## src/rtl/snes_pkg.sv

```systemverilog
// Shared SNES pad definitions: button bit positions, frame length and the
// link state encoding used by both the controller reader and the responder.
package snes_pkg;

    localparam int SNES_NUM_BITS = 16;

    localparam int SNES_B      = 0;
    localparam int SNES_Y      = 1;
    localparam int SNES_SELECT = 2;
    localparam int SNES_START  = 3;
    localparam int SNES_UP     = 4;
    localparam int SNES_DOWN   = 5;
    localparam int SNES_LEFT   = 6;
    localparam int SNES_RIGHT  = 7;
    localparam int SNES_A      = 8;
    localparam int SNES_X      = 9;
    localparam int SNES_L      = 10;
    localparam int SNES_R      = 11;

    typedef enum logic [1:0] {
        IDLE    = 2'd0,
        LATCHED = 2'd1,
        SHIFT   = 2'd2,
        DONE    = 2'd3
    } snes_state_t;

endpackage

```

## src/rtl/snes_pad_responder_sync_edge.sv

```systemverilog
// Multi-stage synchronizer for an asynchronous pin, followed by a rise/fall
// detector on the synchronized level.
module sync_edge #(
    parameter int STAGES = 2
) (
    input  logic clk,
    input  logic rst,
    input  logic din,
    output logic level,
    output logic rise,
    output logic fall
);

    logic [STAGES-1:0] sync_r;
    logic              prev_r;

    // Synchronizer chain plus one cycle of history for the edge detector
    always_ff @(posedge clk or posedge rst) begin
        if (rst) begin
            sync_r <= '0;
            prev_r <= 1'b0;
        end else begin
            sync_r <= {sync_r[STAGES-2:0], din};
            prev_r <= sync_r[STAGES-1];
        end
    end

    assign level = sync_r[STAGES-1];
    assign rise  = sync_r[STAGES-1] & ~prev_r;
    assign fall  = ~sync_r[STAGES-1] & prev_r;

endmodule

```

## src/rtl/snes_pad_responder.sv

```systemverilog
// Device side of the SNES pad link: snapshots the software button word on a
// host latch and shifts it out active-low, one bit per host pulse rise.
module snes_pad_responder
    import snes_pkg::*;
#(
    parameter int NUM_BITS    = SNES_NUM_BITS,
    parameter int SYNC_STAGES = 2,
    parameter int TIMEOUT     = 4096
) (
    input  logic        clk,
    input  logic        rst,
    input  logic        en,
    input  logic        memwrite,
    input  logic [15:0] writedata,
    input  logic        latch_in,
    input  logic        pulse_in,
    output logic        data_out,
    output logic        busy,
    output logic [4:0]  bit_count,
    output logic        frame_done
);

    localparam int                WD_W     = $clog2(TIMEOUT + 1);
    localparam logic [4:0]        LAST_BIT = 5'(NUM_BITS);
    localparam logic [WD_W-1:0]   WD_LIMIT = WD_W'(TIMEOUT - 1);

    logic [SNES_NUM_BITS-1:0] btn_r;
    logic [SNES_NUM_BITS-1:0] sh_r;
    snes_state_t              state_r;
    logic [WD_W-1:0]          wdog_r;
    logic [4:0]               bit_count_r;
    logic                     data_out_r;
    logic                     busy_r;
    logic                     frame_done_r;

    logic       latch_level_s, latch_rise_s, latch_fall_s;
    logic       pulse_level_s, pulse_rise_s, pulse_fall_s;
    logic       any_edge_s;
    logic       wd_expire_s;
    logic [4:0] next_count_s;
    logic       unused_level_s;

    sync_edge #(.STAGES(SYNC_STAGES)) u_latch_sync (
        .clk   (clk),
        .rst   (rst),
        .din   (latch_in),
        .level (latch_level_s),
        .rise  (latch_rise_s),
        .fall  (latch_fall_s)
    );

    sync_edge #(.STAGES(SYNC_STAGES)) u_pulse_sync (
        .clk   (clk),
        .rst   (rst),
        .din   (pulse_in),
        .level (pulse_level_s),
        .rise  (pulse_rise_s),
        .fall  (pulse_fall_s)
    );

    // Only edges drive the FSM; the raw levels are not needed here
    assign unused_level_s = latch_level_s ^ pulse_level_s;

    // Host activity detection and watchdog expiry decode
    always_comb begin
        any_edge_s   = latch_rise_s | latch_fall_s | pulse_rise_s | pulse_fall_s;
        next_count_s = bit_count_r + 5'd1;
        if (((state_r == SHIFT) || (state_r == DONE)) && !any_edge_s && (wdog_r == WD_LIMIT)) begin
            wd_expire_s = 1'b1;
        end else begin
            wd_expire_s = 1'b0;
        end
    end

    // Software-visible button register
    always_ff @(posedge clk or posedge rst) begin
        if (rst) begin
            btn_r <= 16'h0000;
        end else if (en && memwrite) begin
            btn_r <= writedata;
        end
    end

    // Watchdog counts idle cycles only while a frame is being clocked out
    always_ff @(posedge clk or posedge rst) begin
        if (rst) begin
            wdog_r <= '0;
        end else if (any_edge_s || wd_expire_s || (state_r == IDLE) || (state_r == LATCHED)) begin
            wdog_r <= '0;
        end else begin
            wdog_r <= wdog_r + WD_W'(1);
        end
    end

    // Link state machine with registered outputs
    always_ff @(posedge clk or posedge rst) begin
        if (rst) begin
            state_r      <= IDLE;
            sh_r         <= 16'h0000;
            bit_count_r  <= 5'd0;
            data_out_r   <= 1'b1;
            busy_r       <= 1'b0;
            frame_done_r <= 1'b0;
        end else begin
            frame_done_r <= 1'b0;
            if (latch_rise_s) begin
                // A new latch always restarts the frame, whatever was in flight
                state_r     <= LATCHED;
                sh_r        <= btn_r;
                bit_count_r <= 5'd0;
                data_out_r  <= ~btn_r[0];
                busy_r      <= 1'b1;
            end else if (wd_expire_s) begin
                state_r     <= IDLE;
                bit_count_r <= 5'd0;
                data_out_r  <= 1'b1;
                busy_r      <= 1'b0;
            end else begin
                case (state_r)
                    IDLE: begin
                        bit_count_r <= 5'd0;
                        data_out_r  <= 1'b1;
                        busy_r      <= 1'b0;
                    end
                    LATCHED: begin
                        // btn_r sampled here is the pre-write value when a
                        // write strobe coincides with the latch fall
                        sh_r        <= btn_r;
                        bit_count_r <= 5'd0;
                        data_out_r  <= ~btn_r[0];
                        busy_r      <= 1'b1;
                        if (latch_fall_s) begin
                            state_r <= SHIFT;
                        end
                    end
                    SHIFT: begin
                        if (pulse_rise_s) begin
                            sh_r        <= {1'b0, sh_r[SNES_NUM_BITS-1:1]};
                            bit_count_r <= next_count_s;
                            if (next_count_s == LAST_BIT) begin
                                state_r      <= DONE;
                                frame_done_r <= 1'b1;
                                data_out_r   <= 1'b0;
                                busy_r       <= 1'b0;
                            end else begin
                                data_out_r <= ~sh_r[1];
                            end
                        end
                    end
                    DONE: begin
                        // A genuine pad holds the line low once all bits are out
                        data_out_r <= 1'b0;
                        busy_r     <= 1'b0;
                    end
                    default: begin
                        state_r     <= IDLE;
                        bit_count_r <= 5'd0;
                        data_out_r  <= 1'b1;
                        busy_r      <= 1'b0;
                    end
                endcase
            end
        end
    end

    assign data_out   = data_out_r;
    assign busy       = busy_r;
    assign bit_count  = bit_count_r;
    assign frame_done = frame_done_r;

endmodule
```

## config.mk

```make
export PLATFORM = sky130hd
export DESIGN_NAME = snes_pad_responder
export DESIGN_NICKNAME = d
export VERILOG_FILES = /design/src/rtl/snes_pkg.sv /design/src/rtl/snes_pad_responder_sync_edge.sv /design/src/rtl/snes_pad_responder.sv
export SDC_FILE = /design/constraint.sdc
export NUM_CORES = 1
export LEC_CHECK = 0
export ABC_AREA = 1
export CAP_MARGIN = 20
export CORE_MARGIN = 1
export CORE_UTILIZATION = 50
export DETAILED_ROUTE_END_ITERATION = 10
export PLACE_DENSITY_LB_ADDON = 0.1
export SLEW_MARGIN = 20
export SYNTH_ARGS = -nofsm -noshare
export SYNTH_HDL_FRONTEND = slang
export SYNTH_HIERARCHICAL = 1
export SYNTH_SLANG_ARGS = --single-unit
```

## constraint.sdc

```tcl
create_clock -name clk -period 2.3 [get_ports clk]
set_clock_uncertainty 0.2 [all_clocks]
set_input_delay 0.46 -clock clk [delete_from_list [all_inputs] [get_ports clk]]
set_output_delay 0.46 -clock clk [all_outputs]
set_load 0.005 [all_outputs]
```

==> out/results.ini, run 1 <==
[outcome]
status=completed

[timing]
slew_viol_final=0
layout_worst_path_cycle_share=0.892
finalSetupTns_ns=0
setup_viol=0
rsz_0062_raised_after_global_routing=false
max_freq_ghz=0.487
hold_slack_ns=0.154
max_slew.worst_pin.slew_ns=0.461
report.final.hold_viol_count=0
max-slew-margin-rel=0.692
time_the_worst_path_needs_with_i_o_delays_and_setup_ns=2.05

[floorplan]
io_pins=30
die-area_sq_um=6500
fp.dieH_um=80.6
dieWidth_um=80.6
rows=28
initial_core_util=0.519
core_area_sq_um=5960

[clock_tree]
cts-root-to-sink-buffers=2
clk_pin_slew_ns=0.07
cts_inserted_buffers=9
htree_num_levels=3
clk_root_buffer_cell=clkbuf_8
tritoncts_clock_tree=done
clk_latency_ns=0.33
cts.repair_timing.setup_buffer_count=0
ctsResizeCount=0
cts_hold_repair.buffers=0
cts.sinks=60

[layout]
drive_above_1_share=0.280
nFillCells=515
finish.utilization=0.624
area_of_the_multi_input_gates_sq_um=1330
diodes=0
area.growth.synth_to_final_pct=20.3
ff_latch_area_sq_um=1500
nNetsFinal=380

[power_and_ir_drop]
cellLeakagePower_uw=0.00168
power_density_normalized_to_cell_area_nw_per_um2=1050
total_power_uw=3880
ir_worst_vdd_uv=575

[worst_setup_path]
crit_path_buffers_inverters=1
critical_path.slowest_cell=clkdlybuf4s50_1
timing.critical_path.arrival_ns=1.39
path_max_fanout=9
critical_path.max_stage_delay_ns=0.56
timing_worst_setup_path_type=register to output pin
critical_path_rt_ns=1.64
cp-start-kind=register
end_kind=output pin
critical-path-top-delay-family=buffers and inverters
crit_path_cell_trace=clkdlybuf4s50_1

[logic_synthesis]
mappedNetlistNets=340
synthArstFlopShare=1.00
syn-cell-area_sq_um=3090
yosysWarningCount=6
avgSynthCellArea_sq_um=9.90
post_synth_inst_count=312
number_of_enable_type_register_cells_in_the_synthesized_netlist=0
ys_dominant_reg_cell=dfrtp_1
yosysUniqueCellTypes=36
ys_seq_elements=60
seq_area_frac_synth=0.486

[grt]
grt_start_max_net_pins=31
grt_overflow=0
grt_pass1_vias=2091
global_route_usage_over_all_layers=0.192
grt_antenna_before_repair=0
grt_pass1_wl_um=9400

[detailed_routing]
drc=0
dr.first_iter.drc_count=57
route.detailed.vias_per_inst=5.00
detailroute.via_count=2161
postRouteWirelength_um=5370
antenna_viol_nets_final=0
detail_route.wl_per_cell_um=12.4
drt-pass1-iter-count=4

[run]
max_cap_viol_count=0

[worst_hold_path]
hold_class=register to register

[place]
post-dp-hpwl_um=3930
io_buffers=29
gp_congestion=0.837

-- cells in the final DEF (no fill, tap or decap), types with 2 or more instances in the layout --
cell	synthesis	routed
dfrtp_1	59	59
clkdlybuf4s50_1	0	29
ha_1	6	6
o21ai_0	5	5
o21ai_2	14	14
inv_1	42	41
nand4_1	4	4
nor2_2	4	4
nor2_4	7	7
nand3_1	12	12
xor2_1	2	2
buf_4	2	8
a21oi_1	9	9
nor3b_1	5	5
inv_2	5	6
buf_12	0	2
nor2_1	27	27
nand2_1	48	48
nand2_2	5	5
o211ai_2	13	13
mux2_2	16	16
nor3_1	5	5
clkbuf_8	0	13
-- synthesized netlist by cell type, types with 2 or more instances --
cell	instances	area share
nand4_1	4	0.0081
o211ai_2	13	0.053
nand2_2	5	0.010
o21ai_0	5	0.0081
nor2_4	7	0.026
inv_1	42	0.051
nor3_1	5	0.0081
nor2_2	4	0.0081
nand2_1	48	0.058
buf_2	4	0.0065
dfrtp_1	59	0.48
a21oi_1	9	0.015
xor2_1	2	0.0057
mux2_2	16	0.058
buf_4	2	0.0049
nand3_1	12	0.019
inv_2	5	0.0061
nor3b_1	5	0.012
nor2_1	27	0.033
o21ai_2	14	0.040
buf_6	4	0.015
ha_1	6	0.024
-- layer usage --
layer  wire length (um)  track usage
met1               2670        0.263
met2               2440        0.292
met3                157       0.0409
met4                102       0.0857
met5                  0            0
-- logic make-up after synthesis --
group                    after synthesis  synth area share
XOR/XNOR                               2           0.00567
adder cells (fa/ha/maj)                6            0.0243
AND/OR/NAND/NOR                      122             0.205
AO/OA/AOI/OAI                         49             0.138
flip-flops                            60             0.486
buffers and inverters                 57            0.0830
multiplexers                          16            0.0583
-- flip-flops by register name, summed over array words and instances (netlist names), 2 cells and up --
register and cells:
u_pulse_sync/sync_r 2, u_latch_sync/sync_r 2, sh_r 15, btn_r 16
state_r 2, wdog_r 13, bit_count 5
-- power breakdown --
| group | internal, uW | switching, uW |
|---|---|---|
| Clock | 617 | 401 |
| Combinational | 606 | 850 |
| Sequential | 1300 | 112 |
-- path summary, 6_finish.rpt --
kind,cells past startpoint,slack (ns),endpoint,from
max,1,0.25,bit_count[2],bit_count[2]
min,0,0.15,u_latch_sync/sync_r[1],u_latch_sync/sync_r[0]
max reg2reg,12,0.27,sh_r[9],state_r[0]
min reg2reg,0,0.15,u_latch_sync/sync_r[1],u_latch_sync/sync_r[0]
max in group asynchronous,3,1.08,sh_r[4],rst
min in group asynchronous,2,0.17,u_latch_sync/sync_r[0],rst
-- through the flow --
stage	worst slack, ns	instances	area (sq um)
2_1_floorplan	0.327	312	3090
3_3_place_gp	0.337	416	3490
3_5_place_dp	0.262	416	3490
4_1_cts	0.240	432	3710
5_1_grt	0.0868	432	3710
6_report	0.248	432	3710
-- cell type report --
cell class / count / share of cell area
repair buffers: 39 / 0.105
clock buffers: 13 / 0.0482
well taps: 75 / 0.0253
flip-flops and latches: 60 / 0.405
clock inverters: 3 / 0.0115
inverters: 47 / 0.0475
multi-input cells: 195 / 0.358
Power figures use the tool's default switching activity.
==> inputs of run 2 (changes only) <==
--- a/config.mk
+++ b/config.mk
@@ -7,7 +7,6 @@
 export LEC_CHECK = 0
 export ABC_AREA = 1
 export CAP_MARGIN = 20
-export CORE_MARGIN = 1
 export CORE_UTILIZATION = 50
 export DETAILED_ROUTE_END_ITERATION = 10
 export PLACE_DENSITY_LB_ADDON = 0.1
==> results of run 2 <==
The final DEF is identical to that of run 1; final timing and power are the same.
==> inputs of run 3 (changes only) <==
--- a/config.mk
+++ b/config.mk
@@ -9,6 +9,7 @@
 export CAP_MARGIN = 20
 export CORE_UTILIZATION = 50
 export DETAILED_ROUTE_END_ITERATION = 10
+export MAX_ROUTING_LAYER = met4
 export PLACE_DENSITY_LB_ADDON = 0.1
 export SLEW_MARGIN = 20
 export SYNTH_ARGS = -nofsm -noshare
==> out/results.ini, run 3 (synthesis results as in run 1) <==
[outcome]
status=completed

[grt]
grt_pass1_wl_um=9400  ; about the same
grt_overflow=0  ; unchanged
grt_pass1_vias=2094  ; +0.14%
grt_antenna_before_repair=0  ; unchanged
global_route_usage_over_all_layers=0.198  ; +0.00531
grt_start_max_net_pins=31  ; unchanged

[timing]
max_freq_ghz=0.488  ; +0.12%
slew_viol_final=0  ; unchanged
max_slew.worst_pin.slew_ns=0.461  ; +0.0000979 ns
max-slew-margin-rel=0.692  ; about the same
finalSetupTns_ns=0  ; unchanged
time_the_worst_path_needs_with_i_o_delays_and_setup_ns=2.05  ; -0.00242 ns
layout_worst_path_cycle_share=0.891  ; -0.00105
setup_viol=0  ; unchanged
rsz_0062_raised_after_global_routing=false
report.final.hold_viol_count=0  ; unchanged

[clock_tree]
ctsResizeCount=0  ; unchanged
tritoncts_clock_tree=done
cts.repair_timing.setup_buffer_count=0  ; unchanged
clk_latency_ns=0.33  ; about the same
clk_pin_slew_ns=0.07  ; about the same
cts.sinks=60  ; unchanged
clk_root_buffer_cell=clkbuf_8
htree_num_levels=3  ; unchanged
cts_inserted_buffers=9  ; unchanged
cts_hold_repair.buffers=0  ; unchanged
cts-root-to-sink-buffers=2  ; unchanged

[layout]
area_of_the_multi_input_gates_sq_um=1330  ; unchanged
top_register=btn_r
drive_above_1_share=0.280  ; unchanged
diodes=0  ; unchanged
layout.cells.non_filler=432  ; unchanged
nFillCells=515  ; unchanged
ff_latch_area_sq_um=1500  ; unchanged
area.growth.synth_to_final_pct=20.3  ; unchanged
layout_top_registers=btn_r: 16 flops, sh_r: 15 flops, wdog_r: 13 flops
commonest_non_fill_non_tap_cell_in_the_layout=dfrtp_1
nNetsFinal=380  ; unchanged
largest_register_ffs=16  ; unchanged
layout_common_cells=59 x dfrtp_1, 48 x nand2_1, 41 x inv_1

[detailed_routing]
antenna_viol_nets_final=0  ; unchanged
postRouteWirelength_um=5360  ; -0.19%
dr.first_iter.drc_count=52  ; -8.8%
detail_route.wl_per_cell_um=12.4  ; -0.19%
detailroute.via_count=2171  ; +0.46%
route.detailed.vias_per_inst=5.03  ; +0.46%
drc=0  ; unchanged
drt-pass1-iter-count=4  ; unchanged

[worst_setup_path]
end_kind=output pin
worst-r2r-cell-count=12  ; unchanged
crit_path_buffers_inverters=1  ; unchanged
critPathLaunch=bit_count[2]
critical_path.slowest_cell=clkdlybuf4s50_1
path_max_fanout=9  ; unchanged
crit_path_cell_trace=clkdlybuf4s50_1
rr_startpoint=state_r[0]
timing_worst_setup_path_type=register to output pin
register_to_register_setup_slack_ns=0.27  ; about the same
crit_end=bit_count[2]
critical_path.max_stage_delay_ns=0.56  ; about the same
critical_path_rt_ns=1.64  ; about the same
timing.critical_path.arrival_ns=1.39  ; about the same
critical_path_cell_count=1  ; unchanged
critical-path-top-delay-family=buffers and inverters
cp-start-kind=register
reg2reg_to=sh_r[9]

[floorplan]
rows=28  ; unchanged
die-area_sq_um=6500  ; unchanged
fp.dieH_um=80.6  ; unchanged
dieWidth_um=80.6  ; unchanged
initial_core_util=0.519  ; unchanged
core_area_sq_um=5960  ; unchanged
io_pins=30  ; unchanged

[place]
post-dp-hpwl_um=3930  ; unchanged
gp_congestion=0.850  ; +1.6%
place_inst=416  ; unchanged
io_buffers=29  ; unchanged

[power_and_ir_drop]
ir_worst_vdd_uv=576  ; about the same
power_density_normalized_to_cell_area_nw_per_um2=1050  ; about the same
total_power_uw=3890  ; about the same
cellLeakagePower_uw=0.00168  ; unchanged

[worst_hold_path]
hold_class=register to register

[run]
max_cap_viol_count=0  ; unchanged

-- run 3: cell counts in the layout (fill, tap and decap cells not counted) --
No cell type changed its count.
-- run 3: per-layer routing --
metal | vias to the layer above | global-route usage | share of wire
met4 | 0 | 0.0857 | 0.018
met3 | 11 | 0.0409 | 0.027
met2 | 27 | 0.292 | 0.46
met1 | 1027 | 0.263 | 0.50
met5 | - | - | 0
li1 | 1106 | - | -
-- run 3: worst min path at each step --
stage / startpoint / end / slack, ns / depth (start not counted)
floorplan: rst / u_latch_sync/prev_r / 0.01 / 1
finish: u_latch_sync/sync_r[0] / u_latch_sync/sync_r[1] / 0.15 / 0
CTS: rst / u_latch_sync/sync_r[1] / 0.16 / 2
global placement: u_pulse_sync/sync_r[0] / u_pulse_sync/sync_r[1] / 0.14 / 0
detailed placement: u_latch_sync/sync_r[0] / u_latch_sync/sync_r[1] / 0.14 / 0
global route: u_latch_sync/sync_r[0] / u_latch_sync/sync_r[1] / 0.17 / 0
-- run 3: cell type report --
| cell class | count | area share |
|---|---|---|
| Sequential cell | 60 | 0.405 |
| Multi-Input combinational cell | 195 | 0.358 |
| Timing Repair Buffer | 39 | 0.105 |
| Clock buffer | 13 | 0.0482 |
| Inverter | 47 | 0.0475 |
| Tap cell | 75 | 0.0253 |
| Clock inverter | 3 | 0.0115 |
-- run 3: metrics by stage --
step                       util  worst slack, ns  hold WS [ns]  area, sq um
after floorplan               -            0.327        0.0136         3090
after global placement    0.587            0.337         0.137         3490
after detailed placement  0.587            0.262         0.141         3490
after CTS                 0.624            0.240         0.157         3710
after global routing      0.624           0.0868         0.170         3710
final                     0.624            0.250         0.154         3710
-- run 3: where the power goes --
part / leakage [uW] / internal [uW] / switching [uW] / total [uW]
Combinational: 0.000812 / 606 / 849 / 1460
Sequential: 0.000752 / 1300 / 112 / 1410
Clock: 0.000112 / 617 / 404 / 1020
Total: 0.00168 / 2520 / 1370 / 3890
